===== src/rtl/heq_pkg.sv =====
// Shared definitions for the histogram-equalization frame controller.
//
// Contents:
//   - heq_ctrl_state_t : controller state, 2 bits; the encoding is exported on o_mode
//   - Mode* constants  : o_mode values for each state
//   - cnt_width()      : bit width of a counter that indexes 0 .. total-1
package heq_pkg;

  localparam logic [1:0] ModeIdle    = 2'd0;
  localparam logic [1:0] ModeLearn   = 2'd1;
  localparam logic [1:0] ModeWaitLut = 2'd2;
  localparam logic [1:0] ModeStream  = 2'd3;

  typedef enum logic [1:0] {
    StIdle    = ModeIdle,
    StLearn   = ModeLearn,
    StWaitLut = ModeWaitLut,
    StStream  = ModeStream
  } heq_ctrl_state_t;

  // Width that can hold pixel indices 0 .. total-1; never less than one bit.
  function automatic int unsigned cnt_width(input int unsigned total);
    if (total <= 2) return 1;
    return $clog2(total);
  endfunction

endpackage


===== src/rtl/heq_frame_counter.sv =====
// Pixel-in-frame counter for the frame controller.
//
// Ports:
//   clk_i, rst_i : clock, asynchronous active-high reset
//   start_i      : frame start; the SOF pixel is pixel 0, so the count restarts at 1
//   inc_i        : one more pixel of the current frame was accepted
//   last_o       : the next accepted pixel is the final one (index Total-1)
//   short_o      : fewer than Total-1 pixels accepted so far
module heq_frame_counter
  import heq_pkg::*;
#(
  parameter int unsigned Total = 8
) (
  input  logic clk_i,
  input  logic rst_i,
  input  logic start_i,
  input  logic inc_i,
  output logic last_o,
  output logic short_o
);

  localparam int unsigned CntW = cnt_width(Total);
  localparam logic [CntW-1:0] LastIdx = CntW'(Total - 1);

  logic [CntW-1:0] cnt_d, cnt_q;

  always_comb begin
    cnt_d = cnt_q;
    if (start_i) begin
      cnt_d = CntW'(1);
    end else if (inc_i) begin
      cnt_d = cnt_q + CntW'(1);
    end
  end

  always_ff @(posedge clk_i or posedge rst_i) begin
    if (rst_i) begin
      cnt_q <= '0;
    end else begin
      cnt_q <= cnt_d;
    end
  end

  assign last_o  = (cnt_q == LastIdx);
  assign short_o = (cnt_q < LastIdx);

endmodule


===== src/rtl/hist_eq_frame_ctrl.sv =====
// Frame scheduler in front of the histogram-equalization core.
//
// Decides per frame whether the core learns a new LUT (LEARN) or reuses the
// current one (STREAM), forwards pixels through a one-cycle register stage,
// generates the core's end-of-frame strobe, drops pixels while the LUT is being
// built, and flags short frames and LUT-build timeouts on o_err.
//
// Ports:
//   i_clk, i_rst                          : clock, asynchronous active-high reset
//   i_src_valid/i_src_gray/i_src_sof      : source pixel stream
//   o_src_ready                           : source handshake (combinational)
//   i_relearn                             : request a LEARN frame at the next frame start
//   o_core_valid/o_core_gray/o_core_end   : registered pixel stream to the core
//   i_core_ready, i_core_done             : core back-pressure, LUT-build-complete pulse
//   o_mode                                : state (0 idle, 1 learn, 2 wait LUT, 3 stream)
//   o_err                                 : one-cycle pulse on short frame or LUT timeout
//   o_frame_cnt, o_drop_cnt               : status counters, built only when the macro
//                                           HEQ_CTRL_STATUS_EN is defined; tied to 0 otherwise
module hist_eq_frame_ctrl
  import heq_pkg::*;
#(
  parameter int unsigned WIDTH        = 320,
  parameter int unsigned HEIGHT       = 240,
  parameter int unsigned REUSE_FRAMES = 8,
  parameter int unsigned LUT_TIMEOUT  = 1024
) (
  input  logic        i_clk,
  input  logic        i_rst,
  input  logic        i_src_valid,
  input  logic [7:0]  i_src_gray,
  input  logic        i_src_sof,
  output logic        o_src_ready,
  input  logic        i_relearn,
  output logic        o_core_valid,
  output logic [7:0]  o_core_gray,
  output logic        o_core_end,
  input  logic        i_core_ready,
  input  logic        i_core_done,
  output logic [1:0]  o_mode,
  output logic        o_err,
  output logic [15:0] o_frame_cnt,
  output logic [15:0] o_drop_cnt
);

  localparam int unsigned TOTAL  = WIDTH * HEIGHT;
  localparam int unsigned WaitW  = $clog2(LUT_TIMEOUT + 1);
  localparam int unsigned ReuseW = $clog2(REUSE_FRAMES + 1);

  heq_ctrl_state_t state_d, state_q;
  logic              lut_ok_d, lut_ok_q;
  logic              relearn_pend_d, relearn_pend_q;
  logic [ReuseW-1:0] reuse_cnt_d, reuse_cnt_q;
  logic [WaitW-1:0]  wait_cnt_d, wait_cnt_q;
  logic              core_valid_d, core_valid_q;
  logic [7:0]        core_gray_d, core_gray_q;
  logic              core_end_d, core_end_q;
  logic              err_d, err_q;

  logic in_frame, abort, src_ready, xfer, need_learn;
  logic cnt_start, cnt_inc, frame_last, frame_short;
  logic frame_end, drop;

  heq_frame_counter #(
    .Total (TOTAL)
  ) u_frame_counter (
    .clk_i   (i_clk),
    .rst_i   (i_rst),
    .start_i (cnt_start),
    .inc_i   (cnt_inc),
    .last_o  (frame_last),
    .short_o (frame_short)
  );

  assign in_frame = (state_q == StLearn) || (state_q == StStream);
  // A new SOF before the final pixel truncates the frame; the SOF itself is refused
  // so the source re-presents it once we are back in idle.
  assign abort = in_frame && i_src_valid && i_src_sof && frame_short;

  always_comb begin
    src_ready = 1'b1;
    if (in_frame) begin
      src_ready = i_core_ready && !abort;
    end
  end

  assign o_src_ready = src_ready;
  assign xfer        = i_src_valid && src_ready;
  assign need_learn  = !lut_ok_q || relearn_pend_q ||
                       (reuse_cnt_q == ReuseW'(REUSE_FRAMES));

  always_comb begin
    state_d        = state_q;
    lut_ok_d       = lut_ok_q;
    relearn_pend_d = relearn_pend_q;
    reuse_cnt_d    = reuse_cnt_q;
    wait_cnt_d     = wait_cnt_q;
    core_valid_d   = 1'b0;
    core_gray_d    = core_gray_q;
    core_end_d     = 1'b0;
    err_d          = 1'b0;
    cnt_start      = 1'b0;
    cnt_inc        = 1'b0;
    frame_end      = 1'b0;
    drop           = 1'b0;

    unique case (state_q)
      StIdle: begin
        if (xfer) begin
          if (i_src_sof) begin
            cnt_start    = 1'b1;
            core_valid_d = 1'b1;
            core_gray_d  = i_src_gray;
            state_d      = need_learn ? StLearn : StStream;
          end else begin
            drop = 1'b1;
          end
        end
      end

      StLearn, StStream: begin
        if (abort) begin
          core_end_d = 1'b1;
          err_d      = 1'b1;
          if (state_q == StLearn) begin
            state_d    = StWaitLut;
            wait_cnt_d = '0;
          end else begin
            state_d = StIdle;
          end
        end else if (xfer) begin
          core_valid_d = 1'b1;
          core_gray_d  = i_src_gray;
          cnt_inc      = 1'b1;
          if (frame_last) begin
            core_end_d = 1'b1;
            frame_end  = 1'b1;
            if (state_q == StLearn) begin
              state_d    = StWaitLut;
              wait_cnt_d = '0;
            end else begin
              state_d = StIdle;
              if (reuse_cnt_q != ReuseW'(REUSE_FRAMES)) begin
                reuse_cnt_d = reuse_cnt_q + ReuseW'(1);
              end
            end
          end
        end
      end

      StWaitLut: begin
        drop = xfer;
        // Done wins over a simultaneous timeout.
        if (i_core_done) begin
          lut_ok_d       = 1'b1;
          reuse_cnt_d    = '0;
          relearn_pend_d = 1'b0;
          state_d        = StIdle;
        end else if (wait_cnt_q == WaitW'(LUT_TIMEOUT - 1)) begin
          err_d    = 1'b1;
          lut_ok_d = 1'b0;
          state_d  = StIdle;
        end else begin
          wait_cnt_d = wait_cnt_q + WaitW'(1);
        end
      end

      default: state_d = StIdle;
    endcase

    // A request arriving alongside core-done still applies to the following frame.
    if (i_relearn) begin
      relearn_pend_d = 1'b1;
    end
  end

  always_ff @(posedge i_clk or posedge i_rst) begin
    if (i_rst) begin
      state_q        <= StIdle;
      lut_ok_q       <= 1'b0;
      relearn_pend_q <= 1'b0;
      reuse_cnt_q    <= '0;
      wait_cnt_q     <= '0;
      core_valid_q   <= 1'b0;
      core_gray_q    <= '0;
      core_end_q     <= 1'b0;
      err_q          <= 1'b0;
    end else begin
      state_q        <= state_d;
      lut_ok_q       <= lut_ok_d;
      relearn_pend_q <= relearn_pend_d;
      reuse_cnt_q    <= reuse_cnt_d;
      wait_cnt_q     <= wait_cnt_d;
      core_valid_q   <= core_valid_d;
      core_gray_q    <= core_gray_d;
      core_end_q     <= core_end_d;
      err_q          <= err_d;
    end
  end

  assign o_core_valid = core_valid_q;
  assign o_core_gray  = core_gray_q;
  assign o_core_end   = core_end_q;
  assign o_err        = err_q;
  assign o_mode       = state_q;

`ifdef HEQ_CTRL_STATUS_EN
  logic [15:0] frame_cnt_d, frame_cnt_q;
  logic [15:0] drop_cnt_d, drop_cnt_q;

  always_comb begin
    frame_cnt_d = frame_cnt_q;
    drop_cnt_d  = drop_cnt_q;
    if (frame_end) frame_cnt_d = frame_cnt_q + 16'd1;
    if (drop)      drop_cnt_d  = drop_cnt_q + 16'd1;
  end

  always_ff @(posedge i_clk or posedge i_rst) begin
    if (i_rst) begin
      frame_cnt_q <= '0;
      drop_cnt_q  <= '0;
    end else begin
      frame_cnt_q <= frame_cnt_d;
      drop_cnt_q  <= drop_cnt_d;
    end
  end

  assign o_frame_cnt = frame_cnt_q;
  assign o_drop_cnt  = drop_cnt_q;
`else
  logic unused_status;
  assign unused_status = frame_end ^ drop;
  assign o_frame_cnt   = '0;
  assign o_drop_cnt    = '0;
`endif

endmodule


===== config.mk =====
export PLATFORM = sky130hd
export DESIGN_NAME = hist_eq_frame_ctrl
export DESIGN_NICKNAME = d
export VERILOG_FILES = /design/src/rtl/heq_pkg.sv /design/src/rtl/heq_frame_counter.sv /design/src/rtl/hist_eq_frame_ctrl.sv
export SDC_FILE = /design/constraint.sdc
export NUM_CORES = 1
export LEC_CHECK = 0
export ABC_CLOCK_PERIOD_IN_PS = 3500
export CAP_MARGIN = 20
export CORE_MARGIN = 3
export CORE_UTILIZATION = 45
export CTS_CLUSTER_SIZE = 20
export DETAILED_ROUTE_END_ITERATION = 10
export GPL_TIMING_DRIVEN = 0
export PLACE_DENSITY = 0.69
export REMOVE_ABC_BUFFERS = 1
export SLEW_MARGIN = 20
export SYNTH_ARGS = -nofsm -noshare
export SYNTH_HDL_FRONTEND = slang
export SYNTH_HIERARCHICAL = 1
export SYNTH_SLANG_ARGS = --single-unit

===== constraint.sdc =====
create_clock -name i_clk -period 3.5 [get_ports i_clk]
set_clock_uncertainty 0.05 [all_clocks]
set_input_delay 0.525 -clock i_clk [delete_from_list [all_inputs] [get_ports i_clk]]
set_output_delay 0.525 -clock i_clk [all_outputs]
set_load 0.05 [all_outputs]

# Word level (Yosys, flattened, before mapping)
# Index checks and enable logic that the tools add are counted.
# W data, S select, Z words.
dict set report op_classes {
  addsub 3
  n_lt_le_gt_ge 1
  n_eq_ne 20
  mux 52
  n_reduce_logical 24
}
# cell count
set ops {}
lappend ops {{$mux W11} 6}
lappend ops {{$mux W17} 2}
lappend ops {{$mux W8} 4}
lappend ops {{$mux W4} 6}
lappend ops {{$pmux W11 S2} 1}
lappend ops {{$ne A2 B2 Y1 const B} 10}
lappend ops {{$mux W1} 19}
lappend ops {{$mux W2} 9}
lappend ops {{$add A17 B1 Y17 const B} 1}
lappend ops {{$eq A17 B17 Y1 const B} 1}
lappend ops {{$lt A17 B17 Y1 const B} 1}
lappend ops {{$pmux W8 S2} 1}
lappend ops {{$reduce_and A5 Y1} 3}
lappend ops {{$reduce_bool A2 Y1} 6}
lappend ops {{$add A11 B1 Y11 const B} 1}
lappend ops {{$eq A11 B10 Y1 const B} 1}
lappend ops {{$ne A3 B3 Y1 const B} 3}
lappend ops {{$pmux W4 S2} 1}
lappend ops {{$reduce_and A7 Y1} 1}
lappend ops {{$pmux W2 S3} 1}
lappend ops {{$logic_and A1 B1 Y1} 5}
lappend ops {{$add A4 B1 Y4 const B} 1}
lappend ops {{$eq A2 B2 Y1 const B} 2}
lappend ops {{$eq A4 B4 Y1 const B} 1}
lappend ops {{8 further kinds} 13}
dict set report totals {
  regBits 47
  in_bits 15
  output_inout_bits 46
}

# Depth between registers and ports, before layout
# Gate-level depths: netlist of run 1.
dict set report depth {
  word_depth 14
  ltp_mapped 12
  mapped_depth_nobuf 11
}

# Cells and area by module
# The synthesis of run 1 kept the hierarchy.
# module n_inst cells_each area_per_inst_um2
set by_module_without_submodules {}
lappend by_module_without_submodules {hist_eq_frame_ctrl 1 180 1755.4}
lappend by_module_without_submodules {heq_frame_counter 1 100 928.4}

# Worst setup path after synthesis of run 1
# Ideal clock, no wire load.
dict set report synth_path {
  path_kind {register to register}
  from {register u_frame_counter.cnt_q[10]}
  to {register u_frame_counter.cnt_q[15]}
  t_arrival_ps 2480
  required_ps 3373
  setup_slack_ps 893
  stages_incl_launch_ff 12
  n_path_buf 1
  synth_period_minus_slack_ps 2607
  cell_sequence {dfrtp_1 nor4_1 nand3_1 a2bb2oi_1 nand2_1 nand2_1 nor2_1 buf_2 o21ai_2 or3_4 or4_1 a21oi_1}
}
dict set report synth_between {
  elab_chain_len 10
  elab_cells_between_ends 15
}
# element line_no
set synth_rtl {}
lappend synth_rtl {{start, declared} heq_frame_counter.sv:25} ;# logic [CntW-1:0] cnt_d, cnt_q;
lappend synth_rtl {{start signal, assigned} heq_frame_counter.sv:40} ;# cnt_q <= cnt_d;
lappend synth_rtl {{$lt A17 B17 Y1 *} heq_frame_counter.sv:45} ;# assign short_o = (cnt_q < LastIdx);
lappend synth_rtl {{net frame_short} hist_eq_frame_ctrl.sv:60} ;# logic cnt_start, cnt_inc, frame_last, frame_short;
lappend synth_rtl {{$logic_and A1 B1 Y1 *} hist_eq_frame_ctrl.sv:77} ;# assign abort = in_frame && i_src_valid && i_src_sof && frame_short;
lappend synth_rtl {{$logic_not A1 Y1} hist_eq_frame_ctrl.sv:82} ;# src_ready = i_core_ready && !abort;
lappend synth_rtl {{$logic_and A1 B1 Y1} hist_eq_frame_ctrl.sv:82}
lappend synth_rtl {{$mux W1} hist_eq_frame_ctrl.sv:81} ;# if (in_frame) begin
lappend synth_rtl {{$logic_and A1 B1 Y1} hist_eq_frame_ctrl.sv:87} ;# assign xfer = i_src_valid && src_ready;
lappend synth_rtl {{$mux W1} hist_eq_frame_ctrl.sv:130} ;# end else if (xfer) begin
lappend synth_rtl {{$mux W1 *} hist_eq_frame_ctrl.sv:121} ;# if (abort) begin
lappend synth_rtl {{$mux W1 *} hist_eq_frame_ctrl.sv:106} ;# unique case (state_q)
lappend synth_rtl {{net cnt_inc} hist_eq_frame_ctrl.sv:60}
lappend synth_rtl {{$reduce_bool A2 Y1 (no line) *} n/a}
# Mark *: on every way through the listed nets, which the timed path passes. The rest lies on a longest branch. The select of a mux whose other input is x is not followed.
# A chain may end at the register's enable or synchronous reset.

# Worst setup path after layout of run 1
dict set report layout_path {
  from {input port i_src_valid}
  to {register u_frame_counter.cnt_q[16]}
}
dict set report layout_between {
  elab_cells_between_ends 14
}
# element line_no
set layout_rtl {}
lappend layout_rtl {{start, declared} hist_eq_frame_ctrl.sv:29} ;# input logic i_src_valid,
lappend layout_rtl {{$logic_and A1 B1 Y1 (3 in a row)} hist_eq_frame_ctrl.sv:77}
lappend layout_rtl {{$logic_not A1 Y1} hist_eq_frame_ctrl.sv:82}
lappend layout_rtl {{$logic_and A1 B1 Y1} hist_eq_frame_ctrl.sv:82}
lappend layout_rtl {{$mux W1} hist_eq_frame_ctrl.sv:81}
lappend layout_rtl {{$logic_and A1 B1 Y1 *} hist_eq_frame_ctrl.sv:87}
lappend layout_rtl {{$mux W1 *} hist_eq_frame_ctrl.sv:108} ;# if (xfer) begin
lappend layout_rtl {{$mux W1 *} hist_eq_frame_ctrl.sv:106}
lappend layout_rtl {{net cnt_start} hist_eq_frame_ctrl.sv:60}
lappend layout_rtl {{$mux W17 / $reduce_bool A2 Y1 (equally long branches)} n/a}
# Mark *: on every way through the listed nets, which the timed path passes. The rest lies on a longest branch.

==> results of run 1 <==
[layout make-up]
type,instances,area (um2)
clock buffer,5,68.8
clock inverter,3,18.8
fill,521,2640
inverter,15,56.3
multi-input combinational,212,1310
sequential,47,1180
tap,72,90.1
timing repair buffer,28,280
[power groups by stage]
stage / clock (W) / sequential (W) / combinational [W]
after global routing: 0.000360 / 0.000796 / 0.000851
after global placement: 0 / 0.000780 / 0.000789
after CTS: 0.000338 / 0.000777 / 0.000801
after floorplan: 0 / 0.000982 / 0.000362
final: 0.000328 / 0.000776 / 0.000796
after detailed placement: 0 / 0.000788 / 0.000797
[placed cells by master, fill, tap and decap left out, types with 5 or more instances in the layout]
cell	netlist	layout
nor2_1	22	21
or3_1	8	8
a21oi_1	10	10
clkbuf_8	0	5
xnor2_1	10	10
clkdlybuf4s50_1	0	28
a31oi_1	5	5
nand3_1	9	9
o21ai_0	7	7
conb_1	1	32
nand2_1	25	25
nand4_1	6	6
nor3_1	5	5
nor4_1	7	7
o31ai_1	6	6
mux2_2	9	9
dfrtp_1	47	47
inv_1	15	14
[cell families (layout without fill, tap and decap cells)]
| logic type | after synthesis | in the layout | share of synthesized area [%] |
|---|---|---|---|
| adder cells (fa/ha/maj) | 4 | 4 | 1.86 |
| flip-flops | 47 | 47 | 43.8 |
| AO/OA/AOI/OAI | 46 | 46 | 11.9 |
| XOR/XNOR | 12 | 12 | 3.92 |
| multiplexers | 11 | 11 | 4.52 |
| other | 1 | 32 | 0.140 |
| AND/OR/NAND/NOR | 107 | 107 | 21.9 |
| buffers and inverters | 52 | 51 | 11.9 |
[cell usage after synthesis, drive strengths merged, types with 9 or more instances]
cell   count  area share, %
nand3     10            2.1
or3        9            2.3
nand2     25            3.5
mux2       9            3.8
nor2      22            3.1
dfrtp     47             44
o21ai      9            2.0
buf       36            9.7
a21oi     10            1.9
xnor2     10            3.3
inv       15            2.1
[worst paths after layout]
path / from / endpoint / slack, ns
hold reg to reg: relearn_pend_q / relearn_pend_q / 0.44
setup reg to reg: u_frame_counter/cnt_q[8] / u_frame_counter/cnt_q[16] / 0.33
min in group asynchronous: i_rst / o_core_gray[6] / 0.59
setup / recovery: i_src_valid / u_frame_counter/cnt_q[16] / 0.29
max in group asynchronous: i_rst / u_frame_counter/cnt_q[13] / 2.37
hold / removal: relearn_pend_q / relearn_pend_q / 0.44
[registers in the layout, indices dropped and copies added (netlist names)]
signal	cells
u_frame_counter/cnt_q	17
wait_cnt_q	11
o_core_gray	8
reuse_cnt_q	4
o_mode	2
lut_ok_q	1
o_core_end	1
o_core_valid	1
o_err	1
relearn_pend_q	1
[stage by stage]
stage	std cells	total power, W	setup TNS [ns]	setup WS, ns	hold WS [ns]
global placement	374	0.00157	-2.71	-0.486	0.416
CTS	382	0.00192	0	0.255	0.442
floorplan	274	0.00134	0	0.527	0.400
detailed placement	374	0.00158	-0.0845	-0.0845	0.422
global route	382	0.00201	0	0.0145	0.458
finish	382	0.00190	0	0.288	0.439
[per-layer routing]
| metal | GRT usage (%) | vias up | wire length, um |
|---|---|---|---|
| met5 | 0 | - | 0 |
| met4 | 5.79 | 0 | 82 |
| met3 | 3.37 | 8 | 327 |
| met2 | 20.5 | 72 | 2050 |
| met1 | 21.8 | 940 | 2460 |
| li1 | - | 986 | - |
==> flow_summary_export.csv, run 1 <==
group,metric,value,unit
worst_setup_path,critPathKind,"input pin to register",
clock_network,cts_tree,"built",
synth,synth.distinct_cells,48,
flow_run,maxCapViolations,0,
worst_setup_path,path_delay_family,"simple AND/OR/NAND/NOR gates",
detailed_routing,drc_errors,0,
hold_path,hold_class,"register to register",
synth,ys.flop_type,"dfrtp_1",
synth,syn-cell-area,0.00268,mm2
floorplan,die_h,83.2,um
global_routing,grt_pass1_wl,8290,um
detailed_routing,post_drt_via_cell_ratio,5.25,
clock_network,clkSinkCount,47,
worst_setup_path,start_kind,"input pin",
global_routing,grt_pass1_vias,1725,
sta,fmax,311,MHz
floorplan,chipWidth,83.2,um
detailed_routing,routed_wl,4920,um
power,sw_frac_of_total,43.6,%
layout,synthToLayoutAreaGrowth,11.7,%
global_routing,grt-ovfl-total,0,
power,seqPwrFrac,40.9,%
floorplan,io_pins,61,
sta,slew_viol_final,0,
power,p_clk_share,17.3,%
placed_design,place_congestion,0.778,
worst_setup_path,crit_chain,"clkdlybuf4s50_1, nand3b_1, nor2_2, o2111ai_1, nor4_1, mux2_2",
synth,async_reset_ff_share,100,%
clock_network,cts_inserted_buffers,5,
worst_setup_path,critical-path-slowest-cell,"nor2_2",
placed_design,hpwl,3610,um
global_routing,antenna_found_initial,0,
clock_network,h-tree-depth,2,
worst_setup_path,crit_arrival,3.36,ns
layout,utilization,53.1,%
power,p_int,0.00107,W
sta,slew_headroom,41.0,%
worst_setup_path,cp.depth,6,
worst_setup_path,endpoint_kind,"register",
floorplan,start_util,47.6,%
sta,hold_viol,0,
floorplan,core_area,0.00564,mm2
sta,setup_viol,0,
worst_setup_path,critPathRequiredTime,3.64,ns
synth,yosysSeqAreaShare,43.8,%
synth,yosysWarnings,6,
power,peakVddDrop,0.424,mV
clock_network,post_cts_resize_count,0,
placed_design,place_area,0.00291,mm2
detailed_routing,dr.pass1.iters,4,
detailed_routing,wl_per_cell,12.9,um
floorplan,die_area,0.00693,mm2
power,leakagePower,1.28,nW
global_routing,grt_max_degree,31,
worst_setup_path,cp_max_fo,21,
detailed_routing,final_antenna_net_count,0,
power,power_frac_comb,41.9,%
power,power_switching,0.000829,W
clock_network,cts.clk_slew.worst_paths,0.09,ns
layout,drive_gt1_share,8.71,%
floorplan,rows,27,
sta,fin_crit_sh,91.8,%
worst_setup_path,reg2reg_depth,10,
clock_network,clock_path_buffers,2,
layout,fin_nets,328,
sta,rsz0062_at_grt,"false",
synth,synthCells,280,
clock_network,holdBufCountCts,0,
detailed_routing,dr.first_iter.drc_count,142,
layout,diodes,0,
placed_design,port_buffers,28,
synth,ys_seq_elements,47,
layout,stdcell_area,0.00300,mm2
sta,period_minus_slack,3.21,ns
outcome,status,"finished clean",
worst_setup_path,critPathBufInv,1,
clock_network,cts_root_buf,"clkbuf_8",
global_routing,grtUsageTotal,14.7,%
worst_setup_path,cp_slowest_stage_delay,0.69,ns
sta,worstMarginPinSlew,0.884,ns
hold_path,holdPathStages,1,
clock_network,clk_latency,0.30,ns
detailed_routing,vias,2006,
synth,synth.avg_cell_area,9.59,um2
synth,synth-edff-count,0,
clock_network,postCtsSetupBuffers,0,
power,power.density,633,mW/mm2
No activity file was read; power rests on OpenSTA's default activity.
==> run 2: changes to the inputs <==
--- a/config.mk
+++ b/config.mk
@@ -11,6 +11,7 @@
 export CORE_UTILIZATION = 45
 export CTS_CLUSTER_SIZE = 20
 export DETAILED_ROUTE_END_ITERATION = 10
+export GPL_ROUTABILITY_DRIVEN = 0
 export GPL_TIMING_DRIVEN = 0
 export PLACE_DENSITY = 0.69
 export REMOVE_ABC_BUFFERS = 1
==> results of run 2 <==
Final layout, timing and power as in run 1 (identical DEF).
